[config.mk]
export PLATFORM = sky130hd
export DESIGN_NAME = clk_rst_seq
export DESIGN_NICKNAME = d
export VERILOG_FILES = /design/src/rtl/clk_rst_seq.sv
export SDC_FILE = /design/constraint.sdc
export NUM_CORES = 1
export LEC_CHECK = 0
export CORE_MARGIN = 3
export CORE_UTILIZATION = 43
export CTS_BUF_LIST = sky130_fd_sc_hd__clkbuf_4 sky130_fd_sc_hd__clkbuf_8
export CTS_CLUSTER_SIZE = 20
export DETAILED_ROUTE_END_ITERATION = 10
export DONT_BUFFER_PORTS = 1
export GPL_TIMING_DRIVEN = 1
export SYNTH_ARGS = -nofsm -noshare
export SYNTH_HDL_FRONTEND = slang
export SYNTH_SLANG_ARGS = --single-unit
[constraint.sdc]
create_clock -name clk_i -period 5.6 [get_ports clk_i]
set_clock_uncertainty 0.1 [all_clocks]
set_input_delay 0.56 -clock clk_i [delete_from_list [all_inputs] [get_ports clk_i]]
set_output_delay 0.56 -clock clk_i [all_outputs]
set_load 0.02 [all_outputs]
[src/rtl/clk_rst_seq.sv]
// Reset sequencer and clock-enable controller: waits for lock, stabilises, releases domain resets in order.
// Optional macro CLK_RST_SEQ_SYNC_EN adds 2-flop synchronizers on locked_i and clk_en_i.
module clk_rst_seq #(
  parameter int unsigned NUM_DOMAINS = 2,
  parameter int unsigned LOCK_CYCLES = 16,
  parameter int unsigned GAP_CYCLES  = 4,
  parameter int unsigned HOLD_CYCLES = 8
) (
  input  logic                   clk_i,
  input  logic                   rst_i,
  input  logic                   locked_i,
  input  logic [NUM_DOMAINS-1:0] clk_en_i,
  input  logic [NUM_DOMAINS-1:0] sw_rst_i,
  output logic [NUM_DOMAINS-1:0] rstn_o,
  output logic [NUM_DOMAINS-1:0] clk_en_o,
  output logic                   ready_o
);

  localparam int unsigned LW = $clog2(LOCK_CYCLES + 1);
  localparam int unsigned GW = $clog2(GAP_CYCLES + 1);
  localparam int unsigned CW = (LW > GW) ? LW : GW;
  localparam int unsigned HW = $clog2(HOLD_CYCLES + 1);
  localparam int unsigned IW = (NUM_DOMAINS > 1) ? $clog2(NUM_DOMAINS) : 1;

  typedef enum logic [1:0] {
    S_WAIT_LOCK = 2'd0,
    S_STABILIZE = 2'd1,
    S_RELEASE   = 2'd2,
    S_RUN       = 2'd3
  } state_t;

  logic                   w_lock;
  logic [NUM_DOMAINS-1:0] w_en;

`ifdef CLK_RST_SEQ_SYNC_EN
  logic [1:0]             r_lock_sync;
  logic [NUM_DOMAINS-1:0] r_en_s1;
  logic [NUM_DOMAINS-1:0] r_en_s2;

  always_ff @(posedge clk_i or posedge rst_i) begin
    if (rst_i) begin
      r_lock_sync <= '0;
      r_en_s1     <= '0;
      r_en_s2     <= '0;
    end else begin
      r_lock_sync <= {r_lock_sync[0], locked_i};
      r_en_s1     <= clk_en_i;
      r_en_s2     <= r_en_s1;
    end
  end

  assign w_lock = r_lock_sync[1];
  assign w_en   = r_en_s2;
`else
  assign w_lock = locked_i;
  assign w_en   = clk_en_i;
`endif

  state_t                 r_state, w_state_nxt;
  logic [CW-1:0]          r_cnt, w_cnt_nxt;
  logic [IW-1:0]          r_idx, w_idx_nxt;
  logic [NUM_DOMAINS-1:0] r_rstn, w_rstn_nxt;
  logic [NUM_DOMAINS-1:0] r_clk_en, w_clk_en_nxt;
  logic                   r_ready, w_ready_nxt;
  logic [HW-1:0]          r_hold [NUM_DOMAINS];
  logic [HW-1:0]          w_hold_nxt [NUM_DOMAINS];
  logic                   w_act;

  always_ff @(posedge clk_i or posedge rst_i) begin
    if (rst_i) begin
      r_state  <= S_WAIT_LOCK;
      r_cnt    <= '0;
      r_idx    <= '0;
      r_rstn   <= '0;
      r_clk_en <= '0;
      r_ready  <= 1'b0;
      for (int unsigned k = 0; k < NUM_DOMAINS; k++) r_hold[k] <= '0;
    end else begin
      r_state  <= w_state_nxt;
      r_cnt    <= w_cnt_nxt;
      r_idx    <= w_idx_nxt;
      r_rstn   <= w_rstn_nxt;
      r_clk_en <= w_clk_en_nxt;
      r_ready  <= w_ready_nxt;
      for (int unsigned k = 0; k < NUM_DOMAINS; k++) r_hold[k] <= w_hold_nxt[k];
    end
  end

  always_comb begin
    w_state_nxt = r_state;
    w_cnt_nxt   = r_cnt;
    w_idx_nxt   = r_idx;
    w_rstn_nxt  = r_rstn;
    w_ready_nxt = r_ready;
    for (int unsigned k = 0; k < NUM_DOMAINS; k++) w_hold_nxt[k] = r_hold[k];
    w_act        = (r_state == S_RELEASE) || (r_state == S_RUN);
    // Domains still in reset stay clocked so their synchronous reset logic can settle.
    w_clk_en_nxt = w_act ? (w_en | ~r_rstn) : '0;

    if ((r_state != S_WAIT_LOCK) && !w_lock) begin
      w_state_nxt  = S_WAIT_LOCK;
      w_cnt_nxt    = '0;
      w_idx_nxt    = '0;
      w_rstn_nxt   = '0;
      w_clk_en_nxt = '0;
      w_ready_nxt  = 1'b0;
      for (int unsigned k = 0; k < NUM_DOMAINS; k++) w_hold_nxt[k] = '0;
    end else begin
      case (r_state)
        S_WAIT_LOCK: begin
          if (w_lock) begin
            w_state_nxt = S_STABILIZE;
            w_cnt_nxt   = '0;
          end
        end
        S_STABILIZE: begin
          if (r_cnt == CW'(LOCK_CYCLES - 1)) begin
            w_state_nxt = S_RELEASE;
            w_cnt_nxt   = '0;
            w_idx_nxt   = '0;
          end else begin
            w_cnt_nxt = r_cnt + CW'(1);
          end
        end
        S_RELEASE: begin
          if (r_cnt == '0) w_rstn_nxt[r_idx] = 1'b1;
          if (r_cnt == CW'(GAP_CYCLES - 1)) begin
            w_cnt_nxt = '0;
            if (r_idx == IW'(NUM_DOMAINS - 1)) begin
              w_state_nxt = S_RUN;
              w_ready_nxt = 1'b1;
            end else begin
              w_idx_nxt = r_idx + IW'(1);
            end
          end else begin
            w_cnt_nxt = r_cnt + CW'(1);
          end
        end
        S_RUN: begin
          for (int unsigned k = 0; k < NUM_DOMAINS; k++) begin
            if (sw_rst_i[k]) begin
              w_rstn_nxt[k] = 1'b0;
              w_hold_nxt[k] = HW'(HOLD_CYCLES);
            end else if (r_hold[k] != '0) begin
              w_hold_nxt[k] = r_hold[k] - HW'(1);
              if (r_hold[k] == HW'(1)) w_rstn_nxt[k] = 1'b1;
            end
          end
        end
        default: w_state_nxt = S_WAIT_LOCK;
      endcase
    end
  end

  assign rstn_o   = r_rstn;
  assign clk_en_o = r_clk_en;
  assign ready_o  = r_ready;

endmodule

======== Word level (Yosys, flattened, before mapping) ========
Cells that the tools add are included.
cells by class
  $lt $le $gt $ge ......................... 2
  eq/ne operators ......................... 16
  reduce and logical (&&, ||, !) cells .... 26
  mux-type cells .......................... 39
  bitwise gates (word level) .............. 3
  $add $sub $neg .......................... 4
operator list
  operator                                               number
  2-to-1 mux 5 bit                                       4
  2-to-1 mux 2 bit                                       9
  2-to-1 mux 4 bit                                       4
  2-to-1 mux 8 bit                                       2
  inequality test 4 x 2 -> 1 bit, second input constant  4
  2-to-1 mux 1 bit                                       15
  case mux 5 bit (3 select lines)                        1
  nonzero test 3 bit                                     4
  nonzero test 4 bit                                     3
  nonzero test 2 bit                                     5
  equality test 4 x 1 -> 1 bit, second input constant    2
  AND reduction 4 bit                                    2
  subtractor 4 x 1 -> 4 bit, second input constant       2
  inequality test 3 x 1 -> 1 bit, second input constant  2
  inequality test 3 bit, second input constant           2
  case mux 2 bit (3 select lines)                        1
  AND reduction 2 bit                                    3
  AND reduction 3 bit                                    2
  adder 5 x 1 -> 5 bit, second input constant            1
  equality test 5 x 2 -> 1 bit, second input constant    1
  equality test 5 x 4 -> 1 bit, second input constant    1
  logical NOT 5 bit                                      1
  AND reduction 5 bit                                    1
  equality test 2 bit, second input constant             2
  14 further kinds                                       16
storage, ports and cells
  output and inout port bits .............. 5
  register bits after elaboration ......... 21
  input bits .............................. 7
  word-level logic and storage cells ...... 99

======== Longest topological paths before layout ========
  depth in word-level cells ............... 8
  mapped depth ............................ 8
  gate-level depth less buffers ........... 8

======== Worst setup path after synthesis ========
No wires, ideal clock.
  path type ............................... register -> register
  start point ............................. register r_cnt[0]
  end point ............................... register r_state[0]
  path buffers ............................ 0
  arrival ................................. 1.699 ns
  stages on the path, launching flop included .. 9
  required time ........................... 5.375 ns
  path slack .............................. 3.676 ns
  library setup time ...................... 0.125 ns
  period minus slack after synthesis ...... 1.924 ns
  cells stage by stage .................... dfrtp_1 ha_1 nand3_1 inv_1 ha_1 nand2b_1 a21boi_0 o21bai_2 mux2_4
between the ends
  word-level cells in the longest chain between the ends .. 3
  elaborated cells on any way between the ends .. 5
  those cells by class .................... eq/ne (4); reduce/logical (1)
ends and longest elaborated chain
  element                                                                            line      text
  from (decl)                                                                        60        logic [CW-1:0] r_cnt, w_cnt_nxt;
  from (signal assigned)                                                             80        r_cnt <= w_cnt_nxt;
  equality test 5 x 4 -> 1 bit or equality test 5 x 2 -> 1 bit (tied branches)       117, 127
  inequality test 3 bit (no line) or inequality test 3 x 1 -> 1 bit (tied branches)  --
  AND reduction 5 bit (no line) (*)                                                  --
  to (signal assigned)                                                               79        r_state <= w_state_nxt;
  to (decl)                                                                          59        state_t r_state, w_state_nxt;
Mark *: on every way between the ends. The rest lies on a longest branch, timed or not.
A chain may end at the register's enable or synchronous reset.

======== Worst setup path after layout ========
  start point ............................. register r_state[0]
  end point ............................... register r_state[0]
between the ends
  word-level cells in the longest chain between the ends .. 4
  elaborated cells on any way between the ends .. 13
  those cells by class .................... eq/ne (6); mux (2); reduce/logical (5)
ends and longest elaborated chain
  element                                                        line  text
  nonzero test 2 bit                                             100   if ((r_state != S_WAIT_LOCK) && !w_lock) begin
  logical AND 1 bit                                              100
  inequality test 3 bit (no line), or another cell as far along  --
  AND reduction 5 bit (no line)                                  --
Parallel ways exist; a longest one is shown, timed or not.

==> key figures <==
Logic synthesis
  – Share of the synthesized area in the top cell type: 0.381
  – Cell Area, Synth: 0.00138 mm^2
  – Synth Flop Type: dfrtp_1
  – Syn Area/Cell: about 9.6 um^2
  – Synth Warn #: 0
  – Post-synth top cells: dfrtp_1, inv_1, ha_1
  – Async SR Flop Fraction: 1.00
  – Sequential area share after synthesis: 0.381
  – Most frequent cell after synthesis: dfrtp_1
  – Post-synth top area cell: dfrtp_1
  – #FFs+latches synth: 21
  – Synth area leaders: dfrtp_1, ha_1, inv_1, o21ai_0, nand2_1
  – Post-synthesis cell type count: 42
  – Syn Nets: 165
  – EDFF count, synth: 0
  – Synth Instances: 144

Pwr
  – Static Leakage: 0.673 nW
  – Cell Pwr Density: roughly 460 mW/mm^2
  – Comb power frac: 0.509
  – Peak supply drop: 224 uV
  – Switching share of power: 0.433
  – Int Power: around 0.00038 W
  – Clock power share: 0.116
  – Switching Power: between 0.0002 and 0.0003 W
  – Sequential share of power: 0.375

STA
  – Minimum clock period: 2380 ps
  – Setup total negative slack: 0 ps
  – Slew HR: 0.309
  – RSZ-0062 raised after global routing: no
  – Worst Tran Pin Value: between 1000 and 1500 ps
  – Setup-failing EPs final: 0
  – Hold Violations, Final: 0
  – Fmax: 0.420 GHz
  – Worst setup margin: 3220 ps
  – Final-report max-slew violation count: 0
  – Final Cycle Share: 0.426

Clock network
  – Post-CTS setup buffers: 0
  – Post_cts resized: 0
  – Clk slew on worst S/H paths: 120 ps
  – CTS H-tree lvls: 1
  – Sink Count: 21
  – Skew-Pair Late Insertion Delay: 300 ps
  – CTS root buf: clkbuf_4
  – # hold bufs at CTS: 0
  – CTS tree: built
  – Clock tree buffer depth: 2
  – CTS Buf Count: 3

Layout
  – Finished Cell Area: 0.00146 mm^2
  – Multi-input logic area: approximately 770 um^2
  – Area grow syn2layout: 5.44%
  – Sequential Area: 526 um^2
  – Layout cell share with drive strength beyond 1: 0.0890
  – Antenna Cells: 0
  – Final net count: 168
  – Fillers: 283
  – Non-Filler Instances: 188

Global routing
  – First-pass GRT wire length: about 4400 um
  – Initial antenna violation count: 0
  – Total congestion overflow: 0
  – GRT Util Overall: 0.137
  – Pin count of the biggest net entering global routing: 22
  – Vias in the first global route: 941

Route
  – Per-cell routed wire length: ~13 um
  – Residual DRC: 0
  – Vias: 1,012
  – DR iter-0 viols: 40
  – Final ANT Viol Nets: 0
  – DR pass1 iterations: 4
  – Drt total wl: roughly 2500 um
  – Vias per cell: 5.38

Critical path
  – Crit path max fanout: 14
  – Crit. Startpoint: r_state[0]
  – CP max stage delay: approximately 800 ps
  – Worst EP arrival: roughly 2500 ps
  – Critical path startpoint category: register
  – WP buf/inv: 1
  – Critical path type: reg2reg
  – CP max stage cell: nor2_1
  – R2r startpoint: r_state[0]
  – CP endpoint kind: register
  – Worst EP required: about 5700 ps
  – Crit-path cells: inv_1 > ha_1 > nor2_1 > o21bai_2 > mux2_4
  – Delay-heaviest family, CP: simple AND/OR/NAND/NOR gates

Floorplan
  – Core footprint: 0.00290 mm^2
  – Die height: approximately 63 um
  – Die extent in x: 62.7 um
  – Number of I/O pins: 12
  – Number of core rows: 19
  – Total Die Area: 0.00393 mm^2
  – Starting Density: 0.476

Placement
  – Dpl hpwl: 1870 um
  – Placed insts: 184
  – Worst slack, placed: roughly 3300 ps
  – GP Congestion: 0.803
  – IO Port Bufs: 0
  – Placed Instance Area: 0.00143 mm^2

Run
  – Max cap viols: 0

Worst hold path
  – Hold crit path type: in2async

Status
  – Outcome: completed
-- path summary, 6_finish.rpt --
kind / cells after the start / slack (ps) / end
worst max-delay path: 5 / 3220 / r_state[0]
worst min-delay path: 1 / 180 / rstn_o[1]
worst max register to register: 5 / 3220 / r_state[0]
worst min register to register: 2 / 440 / r_hold[5]
max in group asynchronous: 1 / 4740 / r_hold[5]
min in group clk_i: 1 / 240 / r_hold[6]
-- routing by layer --
layer  GRT usage  routed length [um]  vias to the layer above
met3      0.0396                 117                        4
met1       0.189                1290                      475
met2       0.204                1060                       19
met4      0.0496                  29                        0
met5           0                   0                        -
li1            -                   -                      514
-- worst reg2reg max path, cell delays in order (launching register included) --
cell	delay [ps]
dfrtp_1	470
inv_1	100
ha_1	270
nor2_1	800
o21bai_2	210
mux2_4	340
-- registers in the layout, summed over array words and instances (netlist names) --
register / count
r_hold: 8
r_cnt: 5
clk_en_o: 2
r_state: 2
rstn_o: 2
r_idx: 1
ready_o: 1
-- cell usage in the layout, fill, tap and decap left out, drive strengths merged, types with 2 or more instances in the layout --
| cell | n |
|---|---|
| or2 | 3 |
| a211oi | 2 |
| nand3 | 3 |
| o21ai | 9 |
| a22o | 2 |
| o21bai | 2 |
| mux2i | 4 |
| ha | 14 |
| nor2 | 7 |
| a221oi | 2 |
| dfrtp | 21 |
| nand3b | 2 |
| a21oi | 8 |
| nor2b | 2 |
| nor4b | 2 |
| a21o | 3 |
| nand2b | 2 |
| inv | 20 |
| o41ai | 2 |
| o31ai | 2 |
| nor3 | 4 |
| nand2 | 11 |
| clkbuf | 4 |
| a31oi | 3 |
-- kinds of logic (layout without fill, tap and decap cells) --
family / Yosys count / after routing / share of synthesized area
XOR/XNOR: 1 / 1 / 0.00635
buffers and inverters: 22 / 24 / 0.0598
multiplexers: 5 / 5 / 0.0490
adder cells (fa/ha/maj): 14 / 14 / 0.127
flip-flops: 21 / 21 / 0.381
AND/OR/NAND/NOR: 40 / 40 / 0.166
AO/OA/AOI/OAI: 41 / 41 / 0.211
-- metrics by stage --
step	power (W)	hold slack [ps]	util
after floorplan	0.000530	367	-
after global placement	0.000587	405	0.491
after detailed placement	0.000594	409	0.491
after CTS	0.000673	208	0.502
after global routing	0.000732	215	0.502
final	0.000669	178	0.502
-- cell type report --
type,instances,area share
flip-flops and latches,21,0.361
multi-input cells,101,0.531
clock buffers,4,0.0206
well taps,42,0.0361
inverters,20,0.0516
-- power by group through the flow --
stage          registers, W  clock network, W  logic [W]
2_1_floorplan      0.000243                 0   0.000287
3_3_place_gp       0.000252                 0   0.000335
3_5_place_dp       0.000254                 0   0.000340
4_1_cts            0.000251         0.0000806   0.000341
5_1_grt            0.000258         0.0000898   0.000384
6_report           0.000251         0.0000776   0.000341
No activity file was read; power rests on OpenSTA's default activity.
